--- src/rtl/bcd_serial_addsub_seq.sv ---
// Serial packed-BCD adder/subtractor. Processes one byte (two BCD digits) per clock,
// low byte first. Subtraction is done as a + nines'-complement(b) + 1.
module bcd_serial_addsub_seq #(
   parameter int unsigned NBYTES = 4
) (
   input  logic                  clk,
   input  logic                  rst_n,
   input  logic                  start,
   input  logic                  sub,
   input  logic [8*NBYTES-1:0]   a,
   input  logic [8*NBYTES-1:0]   b,
   output logic                  busy,
   output logic                  done,
   output logic [8*NBYTES-1:0]   result,
   output logic                  c_out,
   output logic                  err
);

   localparam int unsigned IW = (NBYTES > 1) ? $clog2(NBYTES) : 1;
   localparam logic [IW-1:0] LastIdx = IW'(NBYTES - 1);

   typedef enum logic [1:0] {StIdle, StRun, StDone} state_e;

   state_e              state_q;
   logic [8*NBYTES-1:0] a_q;
   logic [8*NBYTES-1:0] b_q;
   logic                sub_q;
   logic [IW-1:0]       idx_q;
   logic                carry_q;

   logic [7:0]          a_byte;
   logic [7:0]          b_byte;
   logic [4:0]          lo_res;
   logic [4:0]          hi_res;
   logic [7:0]          byte_res;
   logic                byte_bad;

   // One decimal digit: returns {cout, digit}. b is nines'-complemented (4-bit wrap) in sub mode.
   function automatic logic [4:0] bcd_digit(input logic [3:0] ad, input logic [3:0] bd,
                                            input logic s, input logic cin);
      logic [3:0] bp;
      logic [4:0] sum;
      bp  = s ? (4'd9 - bd) : bd;
      sum = {1'b0, ad} + {1'b0, bp} + {4'd0, cin};
      if (sum > 5'd9) begin
         bcd_digit = {1'b1, sum[3:0] + 4'd6};
      end else begin
         bcd_digit = {1'b0, sum[3:0]};
      end
   endfunction

   // Arithmetic for the byte currently selected by idx_q.
   always_comb begin
      a_byte   = a_q[{idx_q, 3'b000} +: 8];
      b_byte   = b_q[{idx_q, 3'b000} +: 8];
      lo_res   = bcd_digit(a_byte[3:0], b_byte[3:0], sub_q, carry_q);
      hi_res   = bcd_digit(a_byte[7:4], b_byte[7:4], sub_q, lo_res[4]);
      byte_res = {hi_res[3:0], lo_res[3:0]};
      byte_bad = (a_byte[3:0] > 4'd9) || (a_byte[7:4] > 4'd9) ||
                 (b_byte[3:0] > 4'd9) || (b_byte[7:4] > 4'd9);
   end

   // Control FSM with registered outputs; reset has priority over start.
   always_ff @(posedge clk) begin
      if (!rst_n) begin
         state_q <= StIdle;
         a_q     <= '0;
         b_q     <= '0;
         sub_q   <= 1'b0;
         idx_q   <= '0;
         carry_q <= 1'b0;
         busy    <= 1'b0;
         done    <= 1'b0;
         result  <= '0;
         c_out   <= 1'b0;
         err     <= 1'b0;
      end else begin
         unique case (state_q)
            StIdle, StDone: begin
               done <= 1'b0;
               if (start) begin
                  a_q     <= a;
                  b_q     <= b;
                  sub_q   <= sub;
                  idx_q   <= '0;
                  carry_q <= sub;
                  err     <= 1'b0;
                  c_out   <= 1'b0;
                  result  <= '0;
                  busy    <= 1'b1;
                  state_q <= StRun;
               end else begin
                  state_q <= StIdle;
               end
            end
            StRun: begin
               result[{idx_q, 3'b000} +: 8] <= byte_res;
               carry_q <= hi_res[4];
               err     <= err | byte_bad;
               if (idx_q == LastIdx) begin
                  // Sub mode: a final carry means no borrow.
                  c_out   <= sub_q ? ~hi_res[4] : hi_res[4];
                  busy    <= 1'b0;
                  done    <= 1'b1;
                  state_q <= StDone;
               end else begin
                  idx_q <= idx_q + 1'b1;
               end
            end
            default: begin
               busy    <= 1'b0;
               done    <= 1'b0;
               state_q <= StIdle;
            end
         endcase
      end
   end

endmodule

--- config.mk ---
export PLATFORM = sky130hd
export DESIGN_NAME = bcd_serial_addsub_seq
export DESIGN_NICKNAME = d
export VERILOG_FILES = /design/src/rtl/bcd_serial_addsub_seq.sv
export SDC_FILE = /design/constraint.sdc
export NUM_CORES = 1
export LEC_CHECK = 0
export BUFFER_PORTS_ARGS = -buffer_cell sky130_fd_sc_hd__buf_2
export CAP_MARGIN = 20
export CORE_UTILIZATION = 47
export DETAILED_ROUTE_END_ITERATION = 6
export PLACE_DENSITY = 0.73
export SLEW_MARGIN = 20
export SYNTH_ARGS = -nofsm -noshare
export SYNTH_HDL_FRONTEND = slang
export SYNTH_SLANG_ARGS = --single-unit
--- constraint.sdc ---
create_clock -name clk -period 5 [get_ports clk]
set_input_delay 0 -clock clk [delete_from_list [all_inputs] [get_ports clk]]
set_output_delay 0 -clock clk [all_outputs]
set_load 0.05 [all_outputs]
# Yosys cells after proc, flatten, opt, wreduce, memory -nomap -nowiden
# Index checks and enable logic that the tools add are counted.
# Widths: inputs -> output; s select.
dict set report classes {
  n_addsub 10
  order_cmp 6
  n_eq_ne 6
  shift 4
  mux 23
  n_bitwise 2
  n_reduce_logical 12
}
# cell count
set op_table {}
lappend op_table {{$pmux 32 s2} 1}
lappend op_table {{$shiftx 32x6->8} 2}
lappend op_table {{$bwmux 32} 1}
lappend op_table {{$mux 32} 1}
lappend op_table {{$shift 8x7->32 const A} 1}
lappend op_table {{$shiftx 8x7->32} 1}
lappend op_table {{$gt 4x4->1 const B} 4}
lappend op_table {{$add 4x4->5} 2}
lappend op_table {{$add 5x1->5} 2}
lappend op_table {{$gt 5x4->1 const B} 2}
lappend op_table {{$mux 5} 2}
lappend op_table {{$add 4x3->4 const B} 2}
lappend op_table {{$mux 4} 2}
lappend op_table {{$pmux 1 s2} 4}
lappend op_table {{$pmux 2 s2} 2}
lappend op_table {{$reduce_and 2->1} 4}
lappend op_table {{$sub 4x4->4 const A} 2}
lappend op_table {{$mux 1} 7}
lappend op_table {{$neg 5->7} 1}
lappend op_table {{$mux 2} 3}
lappend op_table {{$ne 2x2->1 const B} 3}
lappend op_table {{$reduce_and 3->1} 2}
lappend op_table {{$eq 2x2->1 const B} 2}
lappend op_table {{$logic_or 1x1->1} 3}
lappend op_table {{7 further kinds} 7}
dict set report totals {
  regBits 106
  inputBits 68
  out_inout_bits 36
  wordCells 74
}

# Depth between registers and ports, before layout
dict set report logic_depth {
  depth_word 14
  mapped_depth 23
  depth_no_buf 21
}

# Least setup slack after synthesis
# Ideal clock, no wire load.
dict set report synth_path {
  kind {reg-to-reg}
  start {register idx_q[0]}
  end {register result[6]}
  setup_ns 0.067
  arrival_ns 4.696
  required_ns 4.933
  slack_ns 0.236
  path_stages_with_launch 21
  n_path_buf 2
  period_less_slack_ns 4.764
  path_cell_list {dfxtp_1 > buf_6 > buf_6 > mux4_2 > xnor2_1 > fa_1 > inv_1 > fa_1 > inv_1 > and2_1 > o21ai_0 > fa_1 > fa_1 > xor2_1 > inv_1 > ha_1 > mux2i_4 > nand2_1 > o22a_1 > o221a_4 > o21ai_2}
}
dict set report synth_via {
  elab_chain_cells 13
  word_cells_on_any_way 21
  cone_classes {9 x add/sub; 2 x order compare; 4 x shift; 6 x mux}
}
# item line_no
set synth_lines {}
lappend synth_lines {{start: declaration} 28} ;# logic [IW-1:0] idx_q;
lappend synth_lines {{start signal: assignment} 107} ;# idx_q <= idx_q + 1'b1;
lappend synth_lines {{$shiftx 32x6->8} 55} ;# b_byte = b_q[{idx_q, 3'b000} +: 8];
lappend synth_lines {{$sub 4x4->4} 43} ;# bp = s ? (4'd9 - bd) : bd;
lappend synth_lines {{$mux 4} 43}
lappend synth_lines {{$add 4x4->5} 44} ;# sum = {1'b0, ad} + {1'b0, bp} + {4'd0, cin};
lappend synth_lines {{$add 5x1->5} 44}
lappend synth_lines {{$gt 5x4->1} 45} ;# if (sum > 5'd9) begin
lappend synth_lines {{$mux 5} 45}
lappend synth_lines {{$add 5x1->5} 44}
lappend synth_lines {{$add 4x3->4 or $gt 5x4->1 (tied branches)} {46, 45}}
lappend synth_lines {{$mux 5} 45}
lappend synth_lines {{$shiftx 8x7->32} 97} ;# result[{idx_q, 3'b000} +: 8] <= byte_res;
lappend synth_lines {{$bwmux 32 *} 97}
lappend synth_lines {{$pmux 32 s2 *} 78} ;# unique case (state_q)
lappend synth_lines {{end signal: indexed assignment} 97}
lappend synth_lines {{end: declaration} 14} ;# output logic [8*NBYTES-1:0] result,
# Every way passes the cells marked *; elsewhere a longest branch is shown, timed or not.
# A chain may end at the register's enable or synchronous reset.

# Worst setup path after layout
dict set report layout_path {
  start {register idx_q[0]}
  end {register result[5]}
}
# Same word-level chain as after synthesis.

==> out/results.ini <==
[status]
outcome=finished clean

[global_route]
grt_pass1_vias=4429
grt_first_pass_wirelength_mm=21.3
grt_use_total_pct=24.4
antenna_found_initial=0
grt_max_degree=94
grt_overflow_total=0

[yosys]
postSynthCellCount=551
synth.largest_area_cell=dfxtp_1
synth_warnings=0
async_flop_share_pct=0
synth_area_sq_mm=0.00500
synth.avg_cell_area_sq_um=9.08
synth_edf_count=0
synth-seq-cells=106
synth_compound_area_share_pct=19.9
yosys.area_share.simple_pct=17.9
synth_adder_area_share_pct=5.10
ys_types=50
synthTopCellsByArea=dfxtp_1 (42%), nand2_1 (13%), a21boi_0 (9.9%), mux4_2 (7.2%), ha_1 (3.5%)
synth_top_family_by_area=compound AO/OA/AOI/OAI gates
synth_xor_area_share_pct=2.20
yosysSeqAreaShare_pct=42.4
ys.flop_type=dfxtp_1
synth_nets=637
synth.area.mux_share_pct=7.66
synth_top_area_share_pct=42.4

[critical_path]
path_class=reg2reg
crit_arrival_ns=4.95
critPathMostFrequentCell=inv_1
r2r-end=result[5]$_SDFFE_PN0P_
worst_setup_path_start_kind=flop
reg2reg_setup_slack_ns=0.36
critical_path.endpoint_type=flop
crit_path_cell_trace=mux4_2 > inv_1 > ha_1 > nand2_1 > o21ai_0 > ha_2 > inv_1 > o21bai_4 > xor2_2 > inv_1 > o21ai_0 > fa_1 > fa_1 > xor2_2 > buf_4 > nor2_1 > mux2i_4 > a21boi_4 > xnor2_2 > a22oi_1 > nor2b_1
slowest_delay_ns=0.56
r2r-start=idx_q[0]$_SDFFE_PN0P_
rr_worst_depth=21
crit_fanout=5
slowest_stage=mux4_2
critPathRequiredTime_ns=5.30

[timing]
setup_tns_ns=0
hold_viol_final=0
slew_headroom_pct=50.8
worstMarginPinSlew_ns=0.738
setup_viol=0
rsz0062_at_grt=no
layout_setup_ws_ns=0.357
finalCritPeriodShare_pct=92.9
skew_ns=0.0115
max_freq_ghz=0.215
slew_viol_final=0
fin_crit_ns=4.64

[worst_hold_path]
hold_class=in2reg
hold_path_end=busy$_SDFFE_PN0P_
hold-path-cell-count=4
hold_start=start

[placed_design]
pre_cts_slack_ns=0.229
place_area_sq_mm=0.00558
dp_hpwl_mm=8.54
portBuffers=103
place_congestion=0.856

[clock_tree]
clockBufferDepth=2
clkTransAtPathRegs_ns=0.10
cts_tree=yes
clk_latency_ns=0.37
cts_buffers=9
htree_levels=3
clock-sinks=106
root_buffer=clkbuf_8

[layout]
register_area_sq_mm=0.00213
syn_to_final_growth_pct=29.4
n_antenna_cell=0
multiInputGateArea_sq_mm=0.00267
drive_above_1_share_pct=24.0
finalInstanceArea_sq_mm=0.00647
fin_nets=793
fill_cells=829
final_core_util_pct=62.7

[detailed_routing]
drt-total-wl_mm=12.9
vias=4393
drc=0
dr.pass1.iters=4
wire_per_inst_um=15.2
viasPerCell=5.18
drtAntennaViolNets=0
drt_iter0_drc=177

[job]
max_cap_violations=0

[die]
rows=37
die_w_um=105
die-height_um=105
dieArea_sq_mm=0.0111
fp.coreArea_sq_mm=0.0103
floorplan.initialDensity_pct=48.4
ios=104

[power_and_ir_drop]
power_leakage_nw=2.68
peakVddDrop_v=0.000141
power_density_mw_per_mm2=297

metal layers:
metal	track usage (%)	part of all wire (%)	wire [um]	up-vias
met2	42.8	51	6540	143
met3	3.87	4.5	577	28
met1	30.0	43	5490	2056
li1	-	-	-	2166
met4	9.46	2.3	294	0
met5	0	0	0	-
cell usage in the layout, fill, tap and decap left out, types with 8 or more instances in the layout:
cell type / count
buf_2: 103
mux4_2: 16
o21ai_0: 18
a21boi_0: 66
nor2_1: 12
ha_1: 13
o21ai_1: 9
nand2_1: 168
inv_1: 16
clkbuf_8: 9
buf_4: 10
a22oi_1: 12
nor2b_1: 15
a21oi_1: 8
dlygate4sd3_1: 65
dfxtp_1: 104
sequential cells by signal, summed over array words and instances (netlist names):
name	flops
c_out	1
done	1
idx_q	2
busy	1
sub_q	1
a_q	32
result	32
err	1
carry_q	1
state_q	2
b_q	32
cell families after synthesis:
| family | after synthesis |
|---|---|
| XOR/XNOR | 10 |
| adder cells (fa/ha/maj) | 18 |
| flip-flops | 106 |
| AO/OA/AOI/OAI | 138 |
| AND/OR/NAND/NOR | 213 |
| buffers and inverters | 49 |
| multiplexers | 17 |
critical path: cells and delay by family, from the launching register on:
family	cells	cell delay (ns)
buffers and inverters	4	0.40
and+or+nand+nor	3	0.40
DFF	1	0.39
xor gates and xnor gates	3	0.45
AOI/OAI and AO/OA	5	0.74
adders and majority gates	4	1.49
muxes	2	0.70
cell type report:
type	count	share of cell area, %
Clock buffer	9	1.91
Clock inverter	7	1.20
Inverter	16	0.928
Multi-Input combinational cell	396	41.3
Sequential cell	106	32.9
Tap cell	136	2.63
Timing Repair Buffer	178	19.2
cell usage after synthesis, types with 2 or more instances:
library cell and instances:
nand2b_1 2, clkbuf_1 15, a31oi_1 2, nor2_1 12, mux4_2 16, and2_1 4, o21ai_1 9, fa_1 4
nor3_1 3, a21oi_1 9, xnor2_2 2, a22o_1 2, a21boi_0 66, inv_1 16, xor2_1 2, xnor2_1 5
o21ai_2 4, a21oi_2 3, o21ai_0 18, nor2b_1 16, buf_1 5, and2_2 2, ha_1 14, buf_6 2
dfxtp_1 106, nand2_1 168, a21o_1 2, buf_2 9, a22oi_1 12
through the flow:
step / hold WS [ns] / total power, W / instances
after floorplan: 0.145 / 0.00124 / 551
after global placement: 0.254 / 0.00133 / 765
after detailed placement: 0.261 / 0.00135 / 765
after CTS: 0.0420 / 0.00192 / 846
after global routing: 0.0397 / 0.00202 / 848
final: 0.0443 / 0.00192 / 848
what timing repair did:
action	CTS	global route
resized for setup	0	7
hold buffers	65	0
setup endpoints to repair	0	13
endpoints found under the hold margin	65	0
buffers inserted	0	2
report_power, final:
group / total, W / switching [W] / internal, W
clock network: 0.000540 / 0.000303 / 0.000236
logic: 0.000475 / 0.000264 / 0.000210
registers: 0.000909 / 0.0000248 / 0.000884
worst max path at each step:
stage | start | to | slack, ns | cells past startpoint
global placement | idx_q[1]$_SDFFE_PN0P_ | result[13]$_SDFFE_PN0P_ | 0.42 | 18
CTS | idx_q[1]$_SDFFE_PN0P_ | result[5]$_SDFFE_PN0P_ | 0.20 | 18
floorplan | idx_q[0]$_SDFFE_PN0P_ | result[6]$_SDFFE_PN0P_ | 0.24 | 20
global route | idx_q[0]$_SDFFE_PN0P_ | result[13]$_SDFFE_PN0P_ | 0.05 | 21
detailed placement | idx_q[1]$_SDFFE_PN0P_ | result[13]$_SDFFE_PN0P_ | 0.23 | 18
finish | idx_q[0]$_SDFFE_PN0P_ | result[5]$_SDFFE_PN0P_ | 0.36 | 21
No activity file was read; power rests on OpenSTA's default activity.
